==> config.mk <==
export PLATFORM = sky130hd
export DESIGN_NAME = trap_controller
export DESIGN_NICKNAME = d
export VERILOG_FILES = /design/src/rtl/trap_controller.sv
export SDC_FILE = /design/constraint.sdc
export NUM_CORES = 1
export LEC_CHECK = 0
export CORE_AREA = 2 2 216 218
export CTS_CLUSTER_DIAMETER = 50
export DETAILED_ROUTE_END_ITERATION = 16
export DIE_AREA = 0 0 218 220
export HOLD_SLACK_MARGIN = 0.12
export PLACE_DENSITY = 0.53
export SETUP_SLACK_MARGIN = 0.5
export SLEW_MARGIN = 5
export SYNTH_ARGS = -nofsm -noshare
export SYNTH_HDL_FRONTEND = slang
export SYNTH_SLANG_ARGS = --single-unit
==> constraint.sdc <==
create_clock -name clk_i -period 5.8 [get_ports clk_i]
set_clock_uncertainty 0.05 [all_clocks]
set_input_delay 0.87 -clock clk_i [delete_from_list [all_inputs] [get_ports clk_i]]
set_output_delay 0.87 -clock clk_i [all_outputs]
set_load 0.05 [all_outputs]
==> src/rtl/trap_controller.sv <==
// Machine-mode trap sequencer: takes exceptions, interrupts and MRET from commit, updates trap CSRs, redirects fetch.
// Define TRAP_VECTORED_EN to honour mtvec VECTORED mode for interrupts; otherwise every trap targets the mtvec base.
module trap_controller #(
  parameter int               MXLEN        = 64,
  parameter logic [MXLEN-3:0] BOOT_ADDRESS = 'h100
) (
  input  logic             clk_i,
  input  logic             rstn_i,
  input  logic             exc_valid_i,
  input  logic [5:0]       exc_code_i,
  input  logic [MXLEN-1:0] exc_epc_i,
  input  logic [MXLEN-1:0] exc_tval_i,
  input  logic             mret_valid_i,
  input  logic [15:0]      irq_pending_i,
  input  logic [MXLEN-1:0] mtvec_i,
  input  logic             csr_we_i,
  input  logic [11:0]      csr_addr_i,
  input  logic [MXLEN-1:0] csr_wdata_i,
  output logic             busy_o,
  output logic             redirect_valid_o,
  input  logic             redirect_ready_i,
  output logic [MXLEN-1:0] redirect_pc_o,
  output logic [MXLEN-1:0] mepc_o,
  output logic [MXLEN-1:0] mcause_o,
  output logic [MXLEN-1:0] mtval_o,
  output logic             mstatus_mie_o,
  output logic             mstatus_mpie_o,
  output logic [1:0]       mstatus_mpp_o,
  output logic [1:0]       priv_o
);

  localparam logic [1:0] ST_BOOT     = 2'b00;
  localparam logic [1:0] ST_IDLE     = 2'b01;
  localparam logic [1:0] ST_REDIRECT = 2'b10;

  localparam logic [1:0] PRIV_M   = 2'b11;
  localparam logic [1:0] PRIV_U   = 2'b00;
  localparam logic [1:0] MPP_RSVD = 2'b10;

  localparam logic [MXLEN-1:0] BOOT_PC = {BOOT_ADDRESS, 2'b00};
  // Implemented interrupt codes: 1, 3, 5, 7, 9, 11, 13.
  localparam logic [15:0] IRQ_IMPL = 16'h2AAA;

  logic [1:0]       state_reg;
  logic             redirect_valid_reg;
  logic [MXLEN-1:0] redirect_pc_reg;
  logic [MXLEN-1:0] mepc_reg;
  logic [MXLEN-1:0] mcause_reg;
  logic [MXLEN-1:0] mtval_reg;
  logic             mie_reg;
  logic             mpie_reg;
  logic [1:0]       mpp_reg;
  logic [1:0]       priv_reg;

  logic             is_idle;
  logic [15:0]      irq_impl;
  logic             irq_enabled;
  logic             exc_take;
  logic             irq_take;
  logic             mret_take;
  logic             trap_take;
  logic [3:0]       irq_code;
  logic [5:0]       trap_code;
  logic [MXLEN-1:0] trap_base;
  logic [MXLEN-1:0] trap_target;
  logic [MXLEN-1:0] mcause_next;
  logic [MXLEN-1:0] mepc_next;

  assign is_idle     = (state_reg == ST_IDLE);
  assign irq_impl    = irq_pending_i & IRQ_IMPL;
  assign irq_enabled = (priv_reg != PRIV_M) || mie_reg;

  assign exc_take  = is_idle && exc_valid_i;
  assign irq_take  = is_idle && !exc_valid_i && (irq_impl != 16'h0) && irq_enabled;
  assign mret_take = is_idle && !exc_valid_i && !irq_take && mret_valid_i && (priv_reg == PRIV_M);
  assign trap_take = exc_take || irq_take;

  always_comb begin
    irq_code = 4'd0;
    if      (irq_impl[11]) irq_code = 4'd11;
    else if (irq_impl[3])  irq_code = 4'd3;
    else if (irq_impl[7])  irq_code = 4'd7;
    else if (irq_impl[9])  irq_code = 4'd9;
    else if (irq_impl[1])  irq_code = 4'd1;
    else if (irq_impl[5])  irq_code = 4'd5;
    else if (irq_impl[13]) irq_code = 4'd13;
  end

  assign trap_code = exc_take ? exc_code_i : {2'b00, irq_code};

  always_comb begin
    mcause_next              = '0;
    mcause_next[5:0]         = trap_code;
    mcause_next[MXLEN-1]     = irq_take;
  end

  // Interrupts record the next PC verbatim; exceptions clear the halfword bit.
  assign mepc_next = exc_take ? {exc_epc_i[MXLEN-1:1], 1'b0} : exc_epc_i;

  assign trap_base = {mtvec_i[MXLEN-1:2], 2'b00};

`ifdef TRAP_VECTORED_EN
  assign trap_target = (irq_take && (mtvec_i[1:0] == 2'b01))
                     ? trap_base + {{(MXLEN-6){1'b0}}, irq_code, 2'b00}
                     : trap_base;
`else
  logic mode_unused;
  assign mode_unused = ^mtvec_i[1:0];
  assign trap_target = trap_base;
`endif

  always_ff @(posedge clk_i or negedge rstn_i) begin
    if (!rstn_i) begin
      state_reg          <= ST_BOOT;
      redirect_valid_reg <= 1'b1;
      redirect_pc_reg    <= BOOT_PC;
      mepc_reg           <= '0;
      mcause_reg         <= '0;
      mtval_reg          <= '0;
      mie_reg            <= 1'b0;
      mpie_reg           <= 1'b0;
      mpp_reg            <= PRIV_M;
      priv_reg           <= PRIV_M;
    end else begin
      case (state_reg)
        ST_BOOT: begin
          if (redirect_ready_i) begin
            state_reg          <= ST_IDLE;
            redirect_valid_reg <= 1'b0;
          end
        end
        ST_IDLE: begin
          if (trap_take || mret_take) begin
            state_reg          <= ST_REDIRECT;
            redirect_valid_reg <= 1'b1;
            redirect_pc_reg    <= trap_take ? trap_target : mepc_reg;
          end
        end
        ST_REDIRECT: begin
          if (redirect_ready_i) begin
            state_reg          <= ST_IDLE;
            redirect_valid_reg <= 1'b0;
          end
        end
        default: begin
          state_reg          <= ST_BOOT;
          redirect_valid_reg <= 1'b1;
          redirect_pc_reg    <= BOOT_PC;
        end
      endcase

      // A trap or MRET update takes precedence over a coincident CSR write.
      if (trap_take) begin
        mepc_reg   <= mepc_next;
        mcause_reg <= mcause_next;
        mtval_reg  <= exc_take ? exc_tval_i : '0;
        mpie_reg   <= mie_reg;
        mie_reg    <= 1'b0;
        mpp_reg    <= priv_reg;
        priv_reg   <= PRIV_M;
      end else if (mret_take) begin
        mie_reg  <= mpie_reg;
        mpie_reg <= 1'b1;
        priv_reg <= mpp_reg;
        mpp_reg  <= PRIV_U;
      end else if (csr_we_i) begin
        case (csr_addr_i)
          12'h300: begin
            mie_reg  <= csr_wdata_i[3];
            mpie_reg <= csr_wdata_i[7];
            if (csr_wdata_i[12:11] != MPP_RSVD) mpp_reg <= csr_wdata_i[12:11];
          end
          12'h341: mepc_reg   <= {csr_wdata_i[MXLEN-1:1], 1'b0};
          12'h342: mcause_reg <= csr_wdata_i;
          12'h343: mtval_reg  <= csr_wdata_i;
          default: ;
        endcase
      end
    end
  end

  assign busy_o           = (state_reg != ST_IDLE);
  assign redirect_valid_o = redirect_valid_reg;
  assign redirect_pc_o    = redirect_pc_reg;
  assign mepc_o           = mepc_reg;
  assign mcause_o         = mcause_reg;
  assign mtval_o          = mtval_reg;
  assign mstatus_mie_o    = mie_reg;
  assign mstatus_mpie_o   = mpie_reg;
  assign mstatus_mpp_o    = mpp_reg;
  assign priv_o           = priv_reg;

endmodule

==> impl_metrics.py <==
metrics = {
    "placement": {
        "hpwl_um": 35700,
        "io_buffers": 548,
        "gp_congestion": 0.849,
        "placed_cells": 2202,
    },
    "grt": {
        "overflow": 0,
        "top_usage_layer": "met2",
        "grt_pass1_wl_um": 74500,
        "grt_max_degree": 142,
        "met2_usage_pct": 35.7,
        "grtUsageTotal_pct": 20.7,
        "met3_usage_pct": 6.87,
        "grt_pass1_vias": 11200,
        "antenna_found_initial": 2,
        "use_met1_pct": 25.0,
    },
    "worst_setup_path": {
        "setup.worst_path.end": "mstatus_mpp_o[1]",
        "crit_type": "primary input to flip-flop",
        "reg2reg_from": "priv_o[0]",
        "critical_path_arrival_ns": 4.17,
        "worst-path-stages": 7,
        "ff2ff_path_depth": 6,
        "start_kind": "primary input",
        "cp.required_ns": 6.21,
        "end_kind": "flip-flop",
        "cp_max_fo": 68,
        "crit_slowest_cell": "buf_4",
        "ff2ff_setup_slack_ns": 2.65,
        "crit_family": "simple AND/OR/NAND/NOR gates",
        "reg2reg_to": "mstatus_mpp_o[1]",
        "startpoint": "irq_pending_i[1]",
        "path_cells": "clkdlybuf4s50_1 -> or4_4 -> o221a_4 -> nor2_8 -> buf_4 -> nand2_1 -> o31ai_1",
        "worst_path_largest_cell_delay_ns": 0.70,
        "crit_buf_inv": 2,
    },
    "hold_path": {
        "worstHoldPathType": "primary input to asynchronous set/reset pin",
    },
    "drt": {
        "avgRoutedWirePerCell_um": 22.6,
        "totalWireLength_um": 51400,
        "antenna_left": 0,
        "drtIter0Drc": 696,
        "vias_per_cell": 4.83,
        "route.vias.total": 11000,
        "drc": 0,
        "dr.pass1.iters": 5,
    },
    "power_and_ir_drop": {
        "peakVddDrop_mv": 0.384,
        "p_leak_nw": 8.44,
        "pwr-share-comb_pct": 50.9,
        "pwr-share-clk_pct": 23.2,
        "power_mw": 11.7,
        "p_int_mw": 6.38,
        "powerDensity_mw_per_mm2": 599,
        "p_sw_mw": 5.33,
        "p_sw_share_pct": 45.5,
        "p_seq_share_pct": 26.0,
    },
    "synthesis": {
        "async_reset_ff_share_pct": 100,
        "yosys.area.top_type_share_pct": 54.1,
        "synth_cell_types": 51,
        "synth-edff-count": 0,
        "synth_area_leaders": "dfrtp_1, mux2_2, a21oi_1, nand2_1, a22o_1",
        "synth_top_cell_by_area": "dfrtp_1",
        "avgSynthCellArea_um2": 10.7,
        "synth_seq_cells": 265,
        "synth_most_common_cell": "dfrtp_1",
        "ys_seq_area_share_pct": 55.4,
        "synth_common_cells": "dfrtp_1, nand2_1, a21oi_1, nor2_1, a22o_1",
        "synth_area_mm2": 0.0120,
        "syn_nets": 1414,
        "synthCells": 1118,
        "yosys_warnings": 0,
        "synth_flop_cell": "dfrtp_1",
    },
    "floorplan": {
        "die_w_um": 218,
        "die_h_um": 220,
        "fp.dieArea_mm2": 0.0480,
        "ioPinCount": 560,
        "core_mm2": 0.0459,
        "start_util_pct": 26.1,
        "num_rows": 79,
    },
    "timing": {
        "fin_hold_ws_ns": 0.207,
        "finalCriticalPeriod_ns": 3.76,
        "timing.fmax_mhz": 266,
        "setup_viol": 0,
        "slew_violations": 0,
        "setup_tns_ns": 0,
        "rsz0062_at_grt": "false",
        "slew_headroom_pct": 21.2,
        "min_period_over_period_pct": 64.9,
        "max_slew.worst_pin.slew_ns": 1.18,
        "hold_viol_final": 0,
    },
    "clock_tree": {
        "clkLatencyLatePin_ns": 0.55,
        "htreeDepth": 2,
        "cts_made_buffers": 41,
        "cts_buffer_depth": 3,
        "cts_hold_buf": 0,
        "cts_tree": "yes",
        "cts_setup_buffers": 0,
        "cts_root_buf": "clkbuf_16",
        "ctsResizeCount": 0,
        "cts.sinks": 265,
        "path_clk_slew_ns": 0.06,
    },
    "final_layout": {
        "fin_cells": 2278,
        "n_fill_cell": 4482,
        "area_delta_synth_final_pct": 63.1,
        "diodes": 0,
        "finalNetCount": 1934,
        "drive_above_1_share_pct": 10.9,
    },
    "run_status": {
        "status": "finished clean",
    },
    "job": {
        "max_cap_viol_count": 0,
    },
}
==> worst reg2reg max path, delay by kind of cell, from the launching register on <==
kind	cells	cell delay, ns
AO/OA/AOI/OAI	2	0.65
buffers and inverters	1	0.74
flip-flops	1	0.58
AND/OR/NAND/NOR	3	1.04
==> per-layer routing <==
metal	routed length, um	up-vias	share of wire [%]
met4	884	4	1.7
met2	25300	429	49
met5	26	-	0.051
met1	20800	5451	41
met3	4290	58	8.4
li1	-	5059	-
==> cells in the final DEF (no fill, tap or decap), drive strengths merged, types with 2 or more instances in the layout <==
cell,n
a221o,21
a22o,66
or3,2
clkdlybuf4s50,547
buf,19
mux2,67
inv,42
nor4b,2
o22a,4
bufinv,7
clkinvlp,2
and2,21
nand2,168
nor3,4
o21ai,13
dfrtp,259
a21o,2
clkbuf,52
a222oi,29
or4,2
dfstp,6
mux2i,46
nand4,3
o31ai,33
clkinv,9
a21oi,138
nand3,4
nor2,87
==> cell families (layout without fill, tap and decap cells) <==
group / Yosys count / after routing / share of synthesized area, %
compound gates: 316 / 316 / 19.0
simple gates: 299 / 299 / 10.8
flops: 265 / 265 / 55.4
buf+inv: 125 / 678 / 4.65
mux: 113 / 113 / 10.1
==> how the worst min path moves through the flow <==
stage / endpoint / start / slack, ns
after floorplan: redirect_valid_o / state_reg[0] / 0.50
after global placement: redirect_valid_o / redirect_valid_o / 0.41
after detailed placement: redirect_valid_o / redirect_valid_o / 0.41
after CTS: mtval_o[63] / rstn_i / 0.21
after global routing: mcause_o[5] / rstn_i / 0.23
final: mcause_o[5] / rstn_i / 0.21
==> per-stage QoR <==
stage	worst slack, ns	cell area, um^2	util (%)
finish	2.04	19500	42.6
global route	1.92	19500	42.6
global placement	1.53	18000	39.3
floorplan	3.13	12000	-
detailed placement	1.50	18000	39.3
CTS	2.06	19500	42.6
==> layout make-up <==
type	count	area (um^2)	area share, %
flip-flops and latches	265	6640	34.0
repair buffers	566	5660	29.0
multi-input cells	728	4840	24.8
clock buffers	52	1170	5.98
well taps	607	759	3.89
clock inverters	24	339	1.73
inverters	36	135	0.691
==> power groups by stage <==
| stage | sequential [mW] | clock (mW) | combinational, mW |
|---|---|---|---|
| floorplan | 5.34 | 0 | 1.45 |
| global placement | 3.04 | 0 | 5.99 |
| detailed placement | 3.06 | 0 | 6.01 |
| CTS | 3.04 | 2.78 | 6.01 |
| global route | 3.13 | 2.86 | 6.26 |
| finish | 3.04 | 2.71 | 5.96 |
Note: power is estimated with default switching activity, not from simulation.
==> RTL edit 1 (config.mk and constraints unchanged) <==
The parameter `MXLEN` goes from 64 to 32.
--- a/src/rtl/trap_controller.sv
+++ b/src/rtl/trap_controller.sv
@@ -1,7 +1,7 @@
 // Machine-mode trap sequencer: takes exceptions, interrupts and MRET from commit, updates trap CSRs, redirects fetch.
 // Define TRAP_VECTORED_EN to honour mtvec VECTORED mode for interrupts; otherwise every trap targets the mtvec base.
 module trap_controller #(
-  parameter int               MXLEN        = 64,
+  parameter int               MXLEN        = 32,
   parameter logic [MXLEN-3:0] BOOT_ADDRESS = 'h100
 ) (
   input  logic             clk_i,
Ports: changed (8 resized); port bits go from 560 to 304. No check against the original RTL was run, so the function may have changed too.
==> RTL edit 1 against the original RTL <==
Combinational power decreased by 53%; sequential cell count is 128 lower; critical path depth did not move; power fell by 52%; wire length fell by 43%; worst hold slack gained 0.20 ns; utilization is 20 points lower; final area is 46% lower; setup slack got worse by 0.055 ns; sequential share of layout area decreased by 1.2 points; synthesized area shrank 47%; sequential power decreased by 48%; clock power fell by 57%; critical path type unchanged; largest cell class unchanged; largest power group unchanged.
==> RTL edit 1: results (changes against the original RTL) <==
| Metric | Value |
|---|---|
| Status | finished clean |
| Routed wl met2 | 13400 um (-47%) |
| H-Tree Depth | 4 (+2) |
| DP HPWL | 21400 um (-40%) |
| Worst r2r src | state_reg[1] |
| VDD IR-drop max | 0.258 mV (-33%) |
| First-pass GRT wire length | 41400 um (-44%) |
| Initial drt markers | 307 (-56%) |
| Vias in the first global route | 5956 (-47%) |
| Worst reg2reg endpoint | mepc_o[22] |
| Syn_nets | 803 (-43%) |
| R2R Setup Slk | 2.62 ns (-0.03 ns) |
| WL final | 29200 um (-43%) |
| Clk Latency, worst-skew pair | 0.47 ns (-0.08 ns) |
| Worst path arrival time | 4.16 ns (about the same) |
| Leakage | 0.00421 uW (-50%) |
| Clock Tree Buf Depth | 2 (-1) |
| Drt first pass iters | 4 (-1) |
| Routability cong. | 0.770 (-9.3%) |
| Layout cell share with drive strength beyond 1 | 0.0716 (-0.0373) |
| Distinct cell type count after synthesis | 48 (-5.9%) |
| CP endpoint | mcause_o[22] |
| Num CTS Buffers | 17 (-59%) |
| Port-buffer cells | 292 (-47%) |
| Register area share after synthesis | 0.545 (-0.00924) |
| Most common library cells after synthesis | nand2_1, dfrtp_1, mux2i_1, o21ai_0, a21oi_1 |
| Synth top area cells | dfrtp_1, mux2i_1, nand2_1, o21ai_0, o31ai_1 |
| Slew @ Worst Pin | 1.14 ns (-0.0440 ns) |
| Initial antenna violation count | 5 (+3) |
| Met3 WL | 1620 um (-62%) |
| Pin count of the biggest net entering global routing | 91 (-36%) |
| Largest stage delay, worst path | 0.94 ns (+0.24 ns) |
| Slowest CP cell | a2111o_1 |
| Met1 WL | 13600 um (-35%) |
| Nets@finish | 1077 (-44%) |
| Via-to-Cell Ratio | 3.90 (-19%) |
## RTL edit 1: cell count changes after synthesis, moves of 28 or more
cell	delta
dfrtp_1	-128
a21oi_1	-109
nor2_1	-73
a22o_1	-66
mux2_2	-63
o21ai_0	+49
a222oi_1	-29
o22ai_1	+28
## RTL edit 1: cell type report
class / count / area, um2
Antenna cell: 3 / 7.51
Multi-Input combinational cell: 441 / 2640
Inverter: 8 / 30.0
Tap cell: 607 / 759
Timing Repair Buffer: 304 / 3010
Clock buffer: 18 / 439
Sequential cell: 137 / 3440
Clock inverter: 14 / 170
Fill cell: 5050 / 35400
## RTL edit 1: logic make-up after synthesis
family,after synthesis,share of synthesized area
AOI/OAI and AO/OA,183,0.181
buffers and inverters,57,0.0450
DFF,137,0.545
muxes,64,0.102
and+or+nand+nor,194,0.128
## RTL edit 1: metrics by stage
stage          hold slack (ns)  total power, uW  area, um2  setup WS [ns]  cells
5_1_grt                  0.446             5850      10500           1.86   1531
2_1_floorplan            0.420             3290       6310           3.20    635
6_report                 0.409             5570      10500           1.98   1532
4_1_cts                  0.432             5660      10500           1.99   1529
3_3_place_gp             0.410             4420       9880           1.54   1497
3_5_place_dp             0.417             4440       9880           1.46   1497
## RTL edit 1: worst min path at each step
stage               slack, ns           endpoint  cells after the start
global placement         0.41  redirect_pc_o[26]                      2
CTS                      0.43   redirect_pc_o[5]                      2
finish                   0.41        mtval_o[19]                      1
global route             0.45  redirect_pc_o[27]                      2
floorplan                0.42       state_reg[0]                      1
detailed placement       0.42   redirect_pc_o[6]                      2
## RTL edit 1: power by group
group	total (uW)	leakage [uW]	internal, uW	switching (uW)
sequential	1590	0.00177	1310	285
clock	1170	0.000301	688	482
combinational	2810	0.00214	919	1890
total	5570	0.00421	2910	2650
## RTL edit 1: layer usage
layer  global-route usage  vias up
met3               0.0371       33
li1                     -     2820
met2                0.184      184
met5                    0        -
met4               0.0590        4
met1                0.161     2931
## RTL edit 1: critical path: cells and delay by family
kind                   cells  cell delay [ns]
buffers and inverters      2             0.80
AND/OR/NAND/NOR            2             0.63
AO/OA/AOI/OAI              3             1.83
==> RTL edit 2 (same settings) <==
Made on the original files. Add an input register stage for `irq_pending_i`, without a reset; this delays it by one clock. The other inputs are not delayed to match.
--- a/src/rtl/trap_controller.sv
+++ b/src/rtl/trap_controller.sv
@@ -41,6 +41,12 @@
   // Implemented interrupt codes: 1, 3, 5, 7, 9, 11, 13.
   localparam logic [15:0] IRQ_IMPL = 16'h2AAA;
 
+  logic [15:0] irq_pending_q;
+
+  always_ff @(posedge clk_i) begin
+    irq_pending_q <= irq_pending_i;
+  end
+
   logic [1:0]       state_reg;
   logic             redirect_valid_reg;
   logic [MXLEN-1:0] redirect_pc_reg;
@@ -67,7 +73,7 @@
   logic [MXLEN-1:0] mepc_next;
 
   assign is_idle     = (state_reg == ST_IDLE);
-  assign irq_impl    = irq_pending_i & IRQ_IMPL;
+  assign irq_impl    = irq_pending_q & IRQ_IMPL;
   assign irq_enabled = (priv_reg != PRIV_M) || mie_reg;
 
   assign exc_take  = is_idle && exc_valid_i;
Formal check against the unedited RTL: not equivalent (a bounded check fails within 4 cycles, from zero or initial values and one cycle with rstn_i low).
==> RTL edit 2 against the original RTL <==
Final area is 1.7% higher; synthesized cell count is 3.8% higher; non-clock buffer count is 6 higher; synthesized area is 4.5% higher; power is 0.11% lower; setup slack better by 0.094 ns; largest cell class unchanged; wire length is 8.6% higher; sequential cell count is 7 higher; combinational power is 4.5% higher; critical endpoint is now busy_o.
==> RTL edit 2: results (changes against the original RTL) <==
| Metric | Value |
|---|---|
| PostCTS Resize Cnt | 0 (unchanged) |
| GRT Total Usage | 0.225 (+0.0179) |
| Worst path arrival time | 2.75 ns (-1.42 ns) |
| Worst r2r src | state_reg[0] |
| Nets@finish | 1959 (+1.3%) |
| Via-to-Cell Ratio | 5.15 (+6.7%) |
| VDD IR-drop max | 0.291 mV (-24%) |
| Largest stage delay, worst path | 0.74 ns (+0.04 ns) |
| First-pass GRT wire length | 80900 um (+8.6%) |
| Pin count of the biggest net entering global routing | 126 (-11%) |
| H-Tree Depth | 2 (unchanged) |
| Slowest CP cell | clkdlybuf4s50_1 |
| Worst-path maximum fanout | 16 (-76%) |
| Leakage | 0.00834 uW (-1.2%) |
| Layout cell share with drive strength beyond 1 | 0.123 (+0.0145) |
| Syn_nets | 1457 (+3.0%) |
| Distinct cell type count after synthesis | 50 (-2.0%) |
| DP HPWL | 37700 um (+5.6%) |
| Prevailing post-synth register cell | dfrtp_1 |
| Clk slew on worst S/H paths | around 0.05 ns |
| Synth top area cells | dfrtp_1, mux2_2, a22o_1, a21oi_1, o21ai_0 |
| First element of the critical path | state_reg[0] |
| Port-buffer cells | 548 (unchanged) |
| Share of flip-flops with an asynchronous set or reset | 0.974 (-0.0257) |
| Clock Tree Buf Depth | 3 (unchanged) |
| Initial antenna violation count | 2 (unchanged) |
| Clk Latency, worst-skew pair | 0.55 ns (about the same) |
| Routability cong. | 0.827 (-2.6%) |
| Status | finished clean |
| Vias in the first global route | 12259 (+9.7%) |
| Most common library cells after synthesis | dfrtp_1, a21oi_1, o21ai_0, a22o_1, mux2_2 |
| Slew Limit Headroom | 0.313 (+0.102) |
| Top delay family on crit path | buffers and inverters |
| Drt first pass iters | 6 (+1) |
| Fillcell total | 4488 (+0.13%) |
| WL final | 55800 um (+8.6%) |
| Register area share after synthesis | 0.541 (-0.0129) |
| Initial drt markers | 734 (+5.5%) |
| Root Driver | clkbuf_16 |
| Placed cell areas | 0.0186 mm2 (+3.0%) |
[RTL edit 2: final cells by class]
type | count | area (um2) | share of cell area
Clock inverter | 21 | 155 | 0.00780
Antenna cell | 1 | 2.50 | 0.000126
Multi-Input combinational cell | 772 | 5310 | 0.267
Sequential cell | 272 | 6780 | 0.341
Timing Repair Buffer | 572 | 5720 | 0.288
Inverter | 4 | 15.0 | 0.000755
Clock buffer | 53 | 1150 | 0.0579
Tap cell | 607 | 759 | 0.0382
[RTL edit 2: stage by stage]
step           total power (uW)  hold slack, ns  worst slack (ns)  instances
6_report                  11700           0.223              2.13       2302
5_1_grt                   12200           0.239              1.99       2302
4_1_cts                   11800           0.217              2.02       2301
3_5_place_dp               9380           0.415              1.82       2227
3_3_place_gp               9330           0.410              1.85       2227
2_1_floorplan              7020           0.447              3.18       1161
[RTL edit 2: logic make-up after synthesis]
kind of cell	Yosys count	share of synthesized area
AO/OA/AOI/OAI	481	0.258
flip-flops	272	0.541
AND/OR/NAND/NOR	197	0.0754
buffers and inverters	117	0.0409
multiplexers	94	0.0844
[RTL edit 2: path summary, 6_finish.rpt]
path | end | slack [ns] | cells after the start
min in group clk_i | redirect_pc_o[35] | 0.42 | 1
hold reg to reg | redirect_pc_o[35] | 0.42 | 1
hold / removal | mcause_o[62] | 0.22 | 1
max in group asynchronous | redirect_pc_o[22] | 4.23 | 2
setup reg to reg | mcause_o[1] | 2.75 | 6
setup / recovery | busy_o | 2.13 | 4
[RTL edit 2: layer usage]
layer	up-vias	GRT usage	part of all wire
met2	461	0.381	0.49
li1	5344	-	-
met4	2	0.0810	0.031
met5	-	0	0.00029
met1	5961	0.271	0.40
met3	89	0.0682	0.086
[RTL edit 2: worst register-to-register path, delay by kind of cell (launching register included)]
kind | cells | cell delay, ns
flip-flops | 1 | 0.45
AO/OA/AOI/OAI | 3 | 1.17
AND/OR/NAND/NOR | 2 | 0.56
buffers and inverters | 1 | 0.71
[RTL edit 2: where the power goes]
group          internal, uW  switching [uW]  leakage [uW]
clock                  1410             961      0.000635
sequential             2610             481       0.00336
combinational          2230            4000       0.00434
